File: src/rtl/adder_pkg.sv
// Shared definitions for the chunked adder: FSM state encoding and the
// chunk-count derivation used to size the datapath sequencing.
package adder_pkg;

  typedef enum logic [1:0] {
    ST_IDLE = 2'd0,
    ST_BUSY = 2'd1,
    ST_DONE = 2'd2
  } state_t;

  function automatic int calc_nchunk(input int dataWidth, input int chunkWidth);
    return dataWidth / chunkWidth;
  endfunction

endpackage

File: src/rtl/chunk_adder.sv
// Combinational ripple sum of one operand chunk plus carry-in.
module chunk_adder #(
  parameter int CHUNK_WIDTH = 8
) (
  input  logic [CHUNK_WIDTH-1:0] x,
  input  logic [CHUNK_WIDTH-1:0] y,
  input  logic                   ci,
  output logic [CHUNK_WIDTH-1:0] s,
  output logic                   co
);

  logic [CHUNK_WIDTH:0] w_sum;

  assign w_sum   = {1'b0, x} + {1'b0, y} + {{CHUNK_WIDTH{1'b0}}, ci};
  assign {co, s} = w_sum;

endmodule

File: src/rtl/chunked_adder.sv
// Multi-cycle adder/subtractor that sums CHUNK_WIDTH bits per clock, LSB chunk
// first, and pulses done once the full-width result, carry and overflow are ready.
module chunked_adder
  import adder_pkg::*;
#(
  parameter int DATA_WIDTH  = 64,
  parameter int CHUNK_WIDTH = 8
) (
  input  logic                  clk,
  input  logic                  rst_n,
  input  logic                  start,
  input  logic [DATA_WIDTH-1:0] a,
  input  logic [DATA_WIDTH-1:0] b,
  input  logic                  cin,
  input  logic                  sub,
  output logic                  busy,
  output logic                  done,
  output logic [DATA_WIDTH-1:0] result,
  output logic                  cout,
  output logic                  ovf
);

  localparam int NCHUNK = calc_nchunk(DATA_WIDTH, CHUNK_WIDTH);
  localparam int IDXW   = (NCHUNK > 1) ? $clog2(NCHUNK) : 1;
  localparam logic [IDXW-1:0] LAST_IDX = IDXW'(NCHUNK - 1);

  state_t                  r_state;
  logic [DATA_WIDTH-1:0]   r_a;
  logic [DATA_WIDTH-1:0]   r_b;
  logic [DATA_WIDTH-1:0]   r_result;
  logic [IDXW-1:0]         r_idx;
  logic                    r_carry;
  logic                    r_aMsb;
  logic                    r_bMsb;
  logic                    r_cout;
  logic                    r_ovf;

  logic [CHUNK_WIDTH-1:0]            w_s;
  logic                              w_co;
  logic [DATA_WIDTH+CHUNK_WIDTH-1:0] w_cat;

  chunk_adder #(.CHUNK_WIDTH(CHUNK_WIDTH)) u_chunk (
    .x  (r_a[CHUNK_WIDTH-1:0]),
    .y  (r_b[CHUNK_WIDTH-1:0]),
    .ci (r_carry),
    .s  (w_s),
    .co (w_co)
  );

  // Operands shift down each cycle and each new chunk enters the result from
  // the top, so after NCHUNK cycles chunk 0 has landed in the low bits.
  assign w_cat = {w_s, r_result};

  always_ff @(posedge clk or negedge rst_n) begin
    if (!rst_n) begin
      r_state  <= ST_IDLE;
      r_a      <= '0;
      r_b      <= '0;
      r_result <= '0;
      r_idx    <= '0;
      r_carry  <= 1'b0;
      r_aMsb   <= 1'b0;
      r_bMsb   <= 1'b0;
      r_cout   <= 1'b0;
      r_ovf    <= 1'b0;
    end else begin
      case (r_state)
        ST_IDLE, ST_DONE: begin
          if (start) begin
            r_a     <= a;
            r_b     <= sub ? ~b : b;
            r_carry <= sub | cin;
            r_aMsb  <= a[DATA_WIDTH-1];
            r_bMsb  <= sub ? ~b[DATA_WIDTH-1] : b[DATA_WIDTH-1];
            r_idx   <= '0;
            r_state <= ST_BUSY;
          end else begin
            r_state <= ST_IDLE;
          end
        end
        ST_BUSY: begin
          r_result <= w_cat[DATA_WIDTH+CHUNK_WIDTH-1:CHUNK_WIDTH];
          r_carry  <= w_co;
          r_a      <= r_a >> CHUNK_WIDTH;
          r_b      <= r_b >> CHUNK_WIDTH;
          r_idx    <= r_idx + 1'b1;
          if (r_idx == LAST_IDX) begin
            r_state <= ST_DONE;
            r_cout  <= w_co;
            r_ovf   <= (r_aMsb == r_bMsb) && (w_s[CHUNK_WIDTH-1] != r_aMsb);
          end
        end
        default: r_state <= ST_IDLE;
      endcase
    end
  end

  assign busy   = (r_state == ST_BUSY);
  assign done   = (r_state == ST_DONE);
  assign result = r_result;
  assign cout   = r_cout;
  assign ovf    = r_ovf;

endmodule

File: config.mk
export PLATFORM = sky130hd
export DESIGN_NAME = chunked_adder
export DESIGN_NICKNAME = d
export VERILOG_FILES = /design/src/rtl/adder_pkg.sv /design/src/rtl/chunk_adder.sv /design/src/rtl/chunked_adder.sv
export SDC_FILE = /design/constraint.sdc
export NUM_CORES = 1
export LEC_CHECK = 0
export CAP_MARGIN = 20
export CORE_ASPECT_RATIO = 1.5
export CORE_MARGIN = 3
export CORE_UTILIZATION = 40
export CTS_CLUSTER_DIAMETER = 30
export DETAILED_ROUTE_END_ITERATION = 12
export PLACE_DENSITY = 0.68
export SETUP_SLACK_MARGIN = 0.15
export SYNTH_ARGS = -nofsm -noshare
export SYNTH_HDL_FRONTEND = slang
export SYNTH_SLANG_ARGS = --single-unit
File: constraint.sdc
create_clock -name clk -period 2.49 [get_ports clk]
set_input_delay 0.498 -clock clk [delete_from_list [all_inputs] [get_ports clk]]
set_output_delay 0.498 -clock clk [all_outputs]
set_load 0.1 [all_outputs]
==> flow_summary.toml <==
[run_status]
status = "complete, but fails checks"
failed_checks = "negative hold slack"

[floorplanning]
dieHeight_um = 188
fp-row-count = 66
ios = 201
die-area_um2 = 24000
start_util_pct = 40.8
die_w_um = 128
core_area_um2 = 21700

[finish]
drive_gt1_share_pct = 14.7
final_area_um2 = 12300
final_core_utilization_pct = 56.4
area_growth_pct = 38.2
nets = 1233

[timing]
clock_skew_ps = 13.3
fin_crit_sh_pct = 91.1
rsz0062_at_grt = "no"
fin_setup_tns_ps = 0
timing_hold_violations_final = 7
final.min_clock_period_ps = 2270
slew_violations = 0
worstMarginPinSlew_ps = 707
timing.slew.headroom_pct = 52.9
finalSetupViolCount = 0
whs_ps = -10.3
max_freq_ghz = 0.441

[global_route]
grt_pass1_wl_um = 36500
grt_max_degree = 98
grt_overflow = 0
grt_pass1_vias = 6873
antenna_found_initial = 1
grt_use_total_pct = 18.7

[synthesis]
yosys.area.top_type = "dfrtp_1"
ys_top_cells_by_area = "dfrtp_1 (57%), nand2_1 (13%), xnor2_1 (6.4%)"
synth_area_um2 = 8860
netlist_instances = 893
ys_warn_count = 0
synthArstFlopShare_pct = 100
synth_edf_count = 0
synth_nets = 1037
ys_types = 39
postSynthAreaPerCell_um2 = 9.93
synth_top_area_share_pct = 57.0
synth_flop_cell = "dfrtp_1"
synth_seq_area_share_pct = 57.0
ys_ff_latch = 202

[place]
hpwl_um = 15700
place_congestion = 0.821
dpl_cell_area_um2 = 11100
place.port_buffers = 200

[critical_path]
cp.arrival_ps = 2680
cp_common_cell = "fa_2"
crit_cells = 7
r2r_cells = 7
cp.required_ps = 2900
worstSetupStartpointType = "register"
path_cells = "fa_2, fa_2, a21o_1, a21oi_2, nor2_1, or4_1, nand3_1"
cp_max_fo = 3
worst_path_max_delay_cell = "or4_1"
path_class = "reg -> reg"
endpoint_kind = "register"
critical-path-top-delay-family = "adder cells"
r2r_slack_ps = 220
critPathMaxStageDelay_ps = 480
path_buf_inv = 0

[cts]
cts_inserted_buffers = 35
path_clk_slew_ps = 50
clock_path_buffers = 3
cts_root_buffer = "clkbuf_16"
hold_buffers = 0
post-cts-setup-buffers = 0
cts_tree = "built"
clock_latency_ps = 480
clkSinkCount = 202
h-tree-depth = 2

[pwr]
total_power_uw = 19700
vdd_drop_max_mv = 0.827
p_leak_uw = 0.00580
powerDensity_nw_per_um2 = 1610

[routing]
drt_wl_total_um = 22900
vias_per_cell = 5.16
vias = 7159
drtIter0Drc = 466
wl_per_cell_um = 16.5
final_antenna_net_count = 0
first_pass_iters = 5
drc = 0

[worst_hold_path]
hp-class = "in -> async"

[run]
maxCapViolations = 0
==> per-layer routing <==
layer	track usage, %	vias to the layer above	share of wire (%)
li1	-	3442	-
met1	24.3	3438	40
met2	31.5	233	51
met3	3.18	46	5.4
met4	6.61	0	3.1
met5	0	-	0
==> cell families after synthesis <==
group                    after synthesis  synth area share (%)
AND/OR/NAND/NOR                      389                  16.9
AO/OA/AOI/OAI                        157                  14.5
adder cells (fa/ha/maj)               11                  1.72
buffers and inverters                 66                  3.08
flip-flops                           202                  57.0
multiplexers                           1                 0.113
XOR/XNOR                              67                  6.62
==> worst paths after layout <==
kind                            from    endpoint
max                           r_a[0]  result[62]
min reg2reg                result[1]   result[1]
min in group clk           result[1]   result[1]
max reg2reg                   r_a[0]  result[62]
min                            rst_n   result[1]
max in group asynchronous      rst_n     r_b[36]
==> cell usage in the layout, fill, tap and decap left out, types with 2 or more instances in the layout <==
| cell type | netlist | layout |
|---|---|---|
| dfrtp_1 | 202 | 202 |
| clkinv_2 | 0 | 7 |
| a221o_1 | 56 | 56 |
| xor2_1 | 2 | 2 |
| nand2_1 | 310 | 310 |
| o21ai_0 | 15 | 15 |
| buf_4 | 0 | 80 |
| a21oi_1 | 5 | 4 |
| fa_2 | 0 | 2 |
| clkinvlp_4 | 0 | 4 |
| buf_12 | 0 | 11 |
| a31oi_1 | 3 | 3 |
| inv_6 | 0 | 2 |
| xnor2_1 | 65 | 65 |
| inv_1 | 2 | 2 |
| clkbuf_8 | 0 | 3 |
| or4_1 | 2 | 2 |
| clkbuf_1 | 36 | 4 |
| and2_1 | 2 | 2 |
| clkbuf_16 | 0 | 37 |
| nand2b_2 | 0 | 2 |
| clkdlybuf4s50_1 | 0 | 130 |
| a22oi_1 | 56 | 56 |
| ha_1 | 9 | 9 |
| a22o_1 | 9 | 9 |
| clkinv_4 | 0 | 4 |
| nor2_1 | 66 | 65 |
==> where the power goes <==
group	internal, uW	switching (uW)
clock	2910	1610
combinational	2820	6600
sequential	4780	1030
total	10500	9240
==> cell usage after synthesis, types with 7 or more instances <==
cell type / count
a221o_1: 56
a22o_1: 9
a22oi_1: 56
buf_1: 7
buf_2: 20
clkbuf_1: 36
dfrtp_1: 202
ha_1: 9
nand2_1: 310
nor2_1: 66
o21ai_0: 15
xnor2_1: 65
==> state kept, by name, summed over array words and instances (netlist names) <==
signal	count
r_idx	3
r_aMsb	1
r_state	2
r_carry	1
r_a	64
cout	1
r_b	64
result	64
r_bMsb	1
ovf	1
==> layout make-up <==
| type | count | area, um^2 |
|---|---|---|
| clock inverter | 18 | 150 |
| timing repair buffer | 222 | 2140 |
| clock buffer | 44 | 982 |
| antenna | 1 | 2.50 |
| multi-input combinational | 625 | 3570 |
| fill | 1936 | 9470 |
| tap | 272 | 340 |
| inverter | 3 | 16.3 |
| sequential | 202 | 5050 |
==> metrics by stage <==
stage               hold slack (ps)  cells  setup slack [ps]
detailed placement              462   1324               118
global route                   31.0   1387               133
finish                        -10.3   1387               222
global placement                457   1324               118
CTS                           0.757   1386               171
floorplan                       202    893               162
==> worst reg2reg max path: cells and delay by family, from the launching register on <==
kind	cells	cell delay, ps
DFF	1	400
AOI/OAI and AO/OA	2	350
adders and majority gates	2	790
and+or+nand+nor	3	660
==> timing repair <==
| item | CTS | global route |
|---|---|---|
| pin swaps | 0 | 0 |
| gates resized for setup | 1 | 3 |
| cloned | 0 | 0 |
| setup endpoints to repair | 2 | 3 |
(Power assumes the default switching activity.)
